[src/rtl/seq_pkg.sv]
// Shared definitions for the serial sequence detector path: FSM state
// encoding and the default idle level of the serial line.
package seq_pkg;

  localparam int unsigned SEQ_STATE_W = 2;

  // Value 3 is unused; the serializer returns to IDLE if it is ever reached.
  typedef enum logic [SEQ_STATE_W-1:0] {
    ST_IDLE   = 2'd0,
    ST_SHIFT  = 2'd1,
    ST_PARITY = 2'd2
  } state_t;

  localparam logic SEQ_IDLE_LEVEL = 1'b0;

endpackage : seq_pkg

[src/rtl/seq_ser_hold.sv]
// Single-entry prefetch buffer for the bit serializer. A word is pushed
// while the shifter is busy and popped when the current word finishes.
module seq_ser_hold #(
  parameter int unsigned WIDTH = 8
) (
  input  logic             clk,
  input  logic             rst,
  input  logic [WIDTH-1:0] din,
  input  logic             push,
  input  logic             pop,
  output logic [WIDTH-1:0] hold_word,
  output logic             hold_full,
  output logic             din_ready
);

  // Buffer storage and occupancy; push and pop are mutually exclusive
  // because push requires an empty buffer and pop a full one.
  always_ff @(posedge clk) begin
    if (rst) begin
      hold_word <= '0;
      hold_full <= 1'b0;
    end else if (push) begin
      hold_word <= din;
      hold_full <= 1'b1;
    end else if (pop) begin
      hold_full <= 1'b0;
    end
  end

  // Ready depends only on the occupancy register, never on din_valid.
  assign din_ready = !hold_full;

endmodule : seq_ser_hold

[src/rtl/seq_bit_serializer.sv]
// Parallel-to-serial front end of the sequence detector. Words are sent
// MSB first, one bit per clock, with a one-word hold buffer so that
// back-to-back words stream without a gap.
// Optional feature: define SEQ_SER_PARITY_EN to append an even-parity bit
// after each word (word_done then marks the parity bit).
module seq_bit_serializer
  import seq_pkg::*;
#(
  parameter int unsigned WIDTH      = 8,
  parameter logic        IDLE_LEVEL = SEQ_IDLE_LEVEL
) (
  input  logic             clk,
  input  logic             rst,
  input  logic [WIDTH-1:0] din,
  input  logic             din_valid,
  output logic             din_ready,
  output logic             ser_out,
  output logic             ser_valid,
  output logic             word_done,
  output logic [1:0]       state
);

  localparam int unsigned       CNT_W    = $clog2(WIDTH);
  localparam logic [CNT_W-1:0]  CNT_LAST = CNT_W'(WIDTH - 1);

  state_t           state_q;
  logic [WIDTH-1:0] shreg;
  logic [CNT_W-1:0] bit_cnt;
  logic [WIDTH-1:0] hold_word;
  logic             hold_full;
`ifdef SEQ_SER_PARITY_EN
  logic             par_q;
`endif

  logic             accept_c;
  logic             busy_c;
  logic             end_of_word_c;
  logic             drain_c;
  logic [WIDTH-1:0] load_word_c;

  // Handshake and buffer control decoded from registered state.
  assign accept_c    = din_valid && din_ready;
  assign busy_c      = (state_q != ST_IDLE);
  assign load_word_c = hold_full ? hold_word : din;
`ifdef SEQ_SER_PARITY_EN
  assign end_of_word_c = (state_q == ST_PARITY);
`else
  assign end_of_word_c = (state_q == ST_SHIFT) && (bit_cnt == '0);
`endif
  // A word left in hold while the FSM dropped to IDLE is drained from IDLE.
  assign drain_c = hold_full && (end_of_word_c || (state_q == ST_IDLE));

  // Prefetch buffer: filled only while a word is already shifting.
  seq_ser_hold #(
    .WIDTH(WIDTH)
  ) u_hold (
    .clk      (clk),
    .rst      (rst),
    .din      (din),
    .push     (accept_c && busy_c),
    .pop      (drain_c),
    .hold_word(hold_word),
    .hold_full(hold_full),
    .din_ready(din_ready)
  );

  assign state = state_q;

  // Serializer FSM, shifter and registered serial outputs.
  always_ff @(posedge clk) begin
    if (rst) begin
      state_q   <= ST_IDLE;
      shreg     <= '0;
      bit_cnt   <= '0;
      ser_out   <= IDLE_LEVEL;
      ser_valid <= 1'b0;
      word_done <= 1'b0;
`ifdef SEQ_SER_PARITY_EN
      par_q     <= 1'b0;
`endif
    end else begin
      word_done <= 1'b0;
      case (state_q)
        ST_IDLE: begin
          ser_out   <= IDLE_LEVEL;
          ser_valid <= 1'b0;
          if (hold_full || accept_c) begin
            shreg   <= load_word_c;
            bit_cnt <= CNT_LAST;
`ifdef SEQ_SER_PARITY_EN
            par_q   <= ^load_word_c;
`endif
            state_q <= ST_SHIFT;
          end
        end
        ST_SHIFT: begin
          ser_out   <= shreg[WIDTH-1];
          ser_valid <= 1'b1;
          shreg     <= {shreg[WIDTH-2:0], 1'b0};
          bit_cnt   <= bit_cnt - CNT_W'(1);
          if (bit_cnt == '0) begin
`ifdef SEQ_SER_PARITY_EN
            state_q <= ST_PARITY;
`else
            word_done <= 1'b1;
            if (hold_full) begin
              shreg   <= hold_word;
              bit_cnt <= CNT_LAST;
            end else begin
              state_q <= ST_IDLE;
            end
`endif
          end
        end
`ifdef SEQ_SER_PARITY_EN
        ST_PARITY: begin
          ser_out   <= par_q;
          ser_valid <= 1'b1;
          word_done <= 1'b1;
          if (hold_full) begin
            shreg   <= hold_word;
            bit_cnt <= CNT_LAST;
            par_q   <= ^hold_word;
            state_q <= ST_SHIFT;
          end else begin
            state_q <= ST_IDLE;
          end
        end
`endif
        default: begin
          ser_out   <= IDLE_LEVEL;
          ser_valid <= 1'b0;
          state_q   <= ST_IDLE;
        end
      endcase
    end
  end

endmodule : seq_bit_serializer
[config.mk]
export PLATFORM = sky130hd
export DESIGN_NAME = seq_bit_serializer
export DESIGN_NICKNAME = d
export VERILOG_FILES = /design/src/rtl/seq_pkg.sv /design/src/rtl/seq_ser_hold.sv /design/src/rtl/seq_bit_serializer.sv
export SDC_FILE = /design/constraint.sdc
export NUM_CORES = 1
export LEC_CHECK = 0
export ABC_AREA = 1
export ABC_CLOCK_PERIOD_IN_PS = 1300
export CAP_MARGIN = 10
export CORE_UTILIZATION = 55
export CTS_BUF_LIST = sky130_fd_sc_hd__clkbuf_8
export DETAILED_ROUTE_END_ITERATION = 16
export GPL_TIMING_DRIVEN = 0
export PLACE_DENSITY_LB_ADDON = 0.3
export SETUP_SLACK_MARGIN = 0.15
export SLEW_MARGIN = 20
export SYNTH_ARGS = -nofsm -noshare
export SYNTH_HDL_FRONTEND = slang
export SYNTH_HIERARCHICAL = 1
export SYNTH_SLANG_ARGS = --single-unit
[constraint.sdc]
create_clock -name clk -period 1.3 [get_ports clk]
set_input_delay 0.195 -clock clk [delete_from_list [all_inputs] [get_ports clk]]
set_output_delay 0.195 -clock clk [all_outputs]
set_load 0.1 [all_outputs]
; Word-level counts from Yosys, hierarchy flattened
; Cells that the tools add are included.
[totals]
reg_bits = 25
elab_cells = 46
[classes]
add_sub_neg = 1
eq_ne = 4
mux = 17
bitwise = 1
reduce_logical = 15
[ops]
columns = op, n
row1 = $mux W8, 4
row2 = $pmux W8 S2, 1
row3 = $mux W3, 3
row4 = $mux W2, 3
row5 = $pmux W3 S2, 1
row6 = $reduce_bool A2 Y1, 3
row7 = $logic_and A1 B1 Y1, 4
row8 = $mux W1, 4
row9 = $ne A2 B1 Y1 const B, 2
row10 = $pmux W2 S2, 1
row11 = $logic_not A3 Y1, 1
row12 = $reduce_and A3 Y1, 1
row13 = $sub A3 B1 Y3 const B, 1
row14 = $eq A2 B1 Y1 const B, 1
row15 = $logic_not A2 Y1, 1
row16 = $logic_or A1 B1 Y1, 2
row17 = $ne A2 B2 Y1 const B, 1
row18 = $reduce_and A2 Y1, 1
row19 = $reduce_or A2 Y1, 1
row20 = $logic_not A1 Y1, 1
row21 = $not A1 Y1, 1

; Longest topological paths before layout
[logic_depth]
ltp_word = 6
mapped_depth = 9
mapped_depth_nobuf = 9

; Cells and area by module
; The synthesis kept the hierarchy.
[by_module_without_submodules]
columns = module, instances, cells_per_inst, area_each_um2
row1 = seq_bit_serializer, 1, 139, 902.1
row2 = seq_ser_hold, 1, 39, 307.8

; Worst setup path after synthesis
; No wires, ideal clock.
[synth_timing]
path_type = reg-to-reg
start = register u_hold.hold_full
end = register u_hold.hold_word[7]
setup_ns = 0.116
arrival_time_ns = 1.708
t_required_ns = 1.184
setup_slack_ns = -0.524
stages_incl_launch_ff = 7
path_buffers = 0
period_less_slack_ns = 1.824
cell_sequence = dfxtp_1 -> inv_1 -> nand2_1 -> nor2_1 -> inv_2 -> nor2_1 -> nor2_1
[synth_between]
elab_chain_len = 3
[synth_lines]
columns = element, line_no
row1 = "start, declared", seq_ser_hold.sv:12  ; output logic hold_full,
row2 = "start signal, assigned", seq_ser_hold.sv:21  ; hold_full <= 1'b0;
row3 = "start signal, assigned", seq_ser_hold.sv:24  ; hold_full <= 1'b1;
row4 = "start signal, assigned", seq_ser_hold.sv:26  ; hold_full <= 1'b0;
row5 = $logic_not A1 Y1, seq_ser_hold.sv:31  ; assign din_ready = !hold_full;
row6 = via din_ready, seq_bit_serializer.sv:16  ; output logic din_ready,
row7 = $logic_and A1 B1 Y1, seq_bit_serializer.sv:42  ; assign accept_c = din_valid && din_ready;
row8 = $logic_and A1 B1 Y1, seq_bit_serializer.sv:60  ; .push (accept_c && busy_c),
row9 = "end signal, assigned", seq_ser_hold.sv:23  ; hold_word <= din;
row10 = "end, declared", seq_ser_hold.sv:11  ; output logic [WIDTH-1:0] hold_word,
; The timed path passes the listed nets, and every way through them passes these cells.
; A chain may end at the register's enable or synchronous reset.

; Final worst setup path
[layout_timing]
start = register bit_cnt[1]
end = register u_hold.hold_full
[layout_between]
elab_chain_len = 5
[layout_lines]
columns = element, line_no
row1 = "start, declared", seq_bit_serializer.sv:28  ; logic [CNT_W-1:0] bit_cnt;
row2 = "start signal, assigned", seq_bit_serializer.sv:100  ; bit_cnt <= bit_cnt - CNT_W'(1);
row3 = $logic_not A3 Y1, seq_bit_serializer.sv:48  ; assign end_of_word_c = (state_q == ST_SHIFT) && (bit_cnt == '0);
row4 = $logic_and A1 B1 Y1, seq_bit_serializer.sv:48
row5 = $logic_or A1 B1 Y1, seq_bit_serializer.sv:51  ; assign drain_c = hold_full && (end_of_word_c || (state_q == ST_IDLE));
row6 = $logic_and A1 B1 Y1, seq_bit_serializer.sv:51
row7 = via drain_c, seq_bit_serializer.sv:38  ; logic drain_c;
row8 = $reduce_bool A2 Y1 (no line), --
; The timed path passes the listed nets, and every way through them passes these cells.

==> impl_summary.log <==
INFO  metric run_status = complete, no violations
INFO  metric cts_tree = built
INFO  metric numClockSinks = 24
INFO  metric effective_utilization_at_floorplan = 59.8%
INFO  metric drt.antenna.violating_nets = 0
INFO  metric fmaxAchievable = 822 MHz
INFO  metric clk_pin_slew = 80 ps
INFO  metric vias_per_cell = 5.27
INFO  metric post_synth.cell_area_avg = 6.80 µm²
INFO  metric synthCells = 178
INFO  metric synth.area.top_cells = dfxtp_1 40%, nand2_1 16%, a21oi_1 7.4%, nor2_1 5.9%, o21ai_0 5.8%
INFO  metric grt_pass1_vias = 1159
INFO  metric crit-reg2reg-capture = u_hold/hold_full
INFO  metric grt_start_max_net_pins = 14
INFO  metric dr.first_iter.drc_count = 34
INFO  metric post_place_cell_area = 1400 µm²
INFO  metric hp-class = in -> reg
INFO  metric max-vdd-ir-drop = 0.00103 V
INFO  metric worstHoldPathCells = 2
INFO  metric core_util_final = 80.8%
INFO  metric clk_path_buf_depth = 2
INFO  metric die-width = 48.9 µm
INFO  metric syn_area = 1210 µm²
INFO  metric category_of_the_critical_setup_timing_path = reg -> reg
INFO  metric post_route_standard_cell_area_excluding_fillers = 1630 µm²
INFO  metric timing.critical_path.to_type = register
INFO  metric synth-seq-area-share = 39.7%
INFO  metric fin_tns_setup = 0 ps
INFO  metric drv_slew = 0
INFO  metric clk_root_buffer_cell = clkbuf_8
INFO  metric layout-area-overhead-vs-synth = 35.0%
INFO  metric rows = 16
INFO  metric final.setup_skew = 3.33 ps
INFO  metric synth_top_area_share = 39.7%
INFO  metric final_layout_size_suffix_gt1_share = 30.6%
INFO  metric hold-path-endpoint = u_hold/hold_full
INFO  metric timing.final.crit_share = 93.6%
INFO  metric r2r_start = bit_cnt[1]
INFO  metric grt_first_pass_wirelength = 4790 µm
INFO  metric globalRouteOverflowTotal = 0
INFO  metric cts_max_level = 1
INFO  metric synth_seq_cells = 24
INFO  metric worst_ep_required_time = 1450 ps
INFO  metric crit_path_max_fanout = 4
INFO  metric final_common_cell = nand2_1
INFO  metric worst_path_max_delay_cell = dfxtp_2
INFO  metric crit_path_cell_trace = inv_2 > ha_4 > inv_4 > nor2_4 > inv_2 > a21oi_2 > inv_1 > nand2_1 > a21oi_2
INFO  metric die-height = 48.9 µm
INFO  metric slowest_delay = 330 ps
INFO  metric cp_num_buf_inv = 4
INFO  metric worst-r2r-setup-slack = 80 ps
INFO  metric leakagePower = 0.737 nW
INFO  metric route.vias.total = 1229
INFO  metric rsz0062_at_grt = yes
INFO  metric layout_common_cells = 49 x nand2_1, 20 x dfxtp_1, 16 x nor2_1
INFO  metric floorplan.core_area = 2020 µm²
INFO  metric place_congestion = 0.867
INFO  metric drc = 0
INFO  metric critPathArrivalTime = 1360 ps
INFO  metric cts_made_buffers = 3
INFO  metric io_buffers = 15
INFO  metric critPathLaunchType = register
INFO  metric yosysWarnings = 6
INFO  metric whs = 486 ps
INFO  metric timing.hold.worst.start = rst
INFO  metric drt-wirelength-per-cell = 13.2 µm
INFO  metric io_pins = 17
INFO  metric track_usage = 25.9%
INFO  metric report.final.hold_viol_count = 0
INFO  metric dp_worst_setup_slack = -576 ps
INFO  metric clock_insertion_delay_worst_skew = 270 ps
INFO  metric drt_pass1_iterations = 4
INFO  metric path_delay_family = flip-flops
INFO  metric synth.lib_cells_used.distinct = 23
INFO  metric worst-path-stages = 9
INFO  metric nNetsFinal = 220
INFO  metric n_antenna_cell = 0
INFO  metric die_area = 2390 µm²
INFO  metric worst_slack = 83.3 ps
INFO  metric synth_largest_area_cell = dfxtp_1
INFO  metric fill_cells = 126
INFO  metric power_density = 1330 nW/µm²
INFO  metric reg2reg_depth = 9
INFO  metric grt_antenna_before_repair = 0
INFO  metric period_needed = 1220 ps
INFO  metric totalWireLength = 3070 µm
INFO  metric finalSetupViolations = 0
INFO  metric mappedNetlistNets = 191
INFO  metric critPathLaunch = bit_cnt[1]
INFO  metric drv_cap = 0
INFO  metric detailedPlacementHpwl = 1960 µm
## Yosys cell counts, drive strengths merged
cell,instances
a21oi,19
and3,1
buf,6
conb,1
dfxtp,24
ha,2
inv,21
nand2,52
nand3,6
nand4,4
nor2,25
o21ai,15
o21bai,1
xnor2,1
## power breakdown
part	leakage [nW]	switching (W)	internal (W)
sequential	0.199	0.0000675	0.000824
clock	0.0288	0.000237	0.000271
combinational	0.510	0.000479	0.000294
total	0.737	0.000783	0.00139
## routing by layer
metal | part of all wire, % | vias up | global-route usage (%)
li1 | - | 622 | -
met1 | 42 | 547 | 31.5
met2 | 49 | 47 | 43.8
met3 | 5.3 | 13 | 4.05
met4 | 3.4 | 0 | 13.7
met5 | 0 | - | 0
## layout make-up
type                    count  area [µm²]  area share, %
plain buffers               6        53.8           3.30
clock buffers               4        55.1           3.37
inverters                  21        90.1           5.52
multi-input cells         127         689           42.2
flip-flops and latches     24         488           29.9
well taps                  27        33.8           2.07
repair buffers             24         223           13.6
## worst register-to-register path: cells and delay by family (launching register included)
kind            cells  cell delay [ps]
simple gates        2              210
fa+ha+maj           1              180
buf+inv             4              220
flops               1              330
compound gates      2              160
## cells by family after synthesis
group | count (synthesis) | synth area share [%]
buf+inv | 27 | 11.0
fa+ha+maj | 2 | 2.07
compound gates | 35 | 15.0
simple gates | 88 | 31.2
flops | 24 | 39.7
xor+xnor | 1 | 0.724
other cells | 1 | 0.310
## state kept, by name (all words and copies together) (netlist names)
| name | cells |
|---|---|
| shreg | 8 |
| ser_valid | 1 |
| u_hold/hold_word | 8 |
| ser_out | 1 |
| u_hold/hold_full | 1 |
| bit_cnt | 3 |
| state | 1 |
| word_done | 1 |
## stage by stage
| step | std cells | total power, W |
|---|---|---|
| 6_report | 233 | 0.00217 |
| 5_1_grt | 233 | 0.00227 |
| 4_1_cts | 229 | 0.00209 |
| 3_5_place_dp | 220 | 0.00150 |
| 3_3_place_gp | 220 | 0.00147 |
| 2_1_floorplan | 178 | 0.00134 |
## repair_timing
action,CTS,global route
resized for setup,50,22
hold buffers,0,0
gates cloned,1,0
pin swaps,3,12
buffers inserted,4,4
setup endpoints to repair,28,19
## worst max-delay path by stage
stage	slack, ps	end
after detailed placement	-580	state[0]
after CTS	80	u_hold/hold_full
after global routing	30	u_hold/hold_full
after global placement	-560	state[0]
final	80	u_hold/hold_full
after floorplan	-210	shreg[4]
Note: power is estimated with default switching activity, not from simulation.
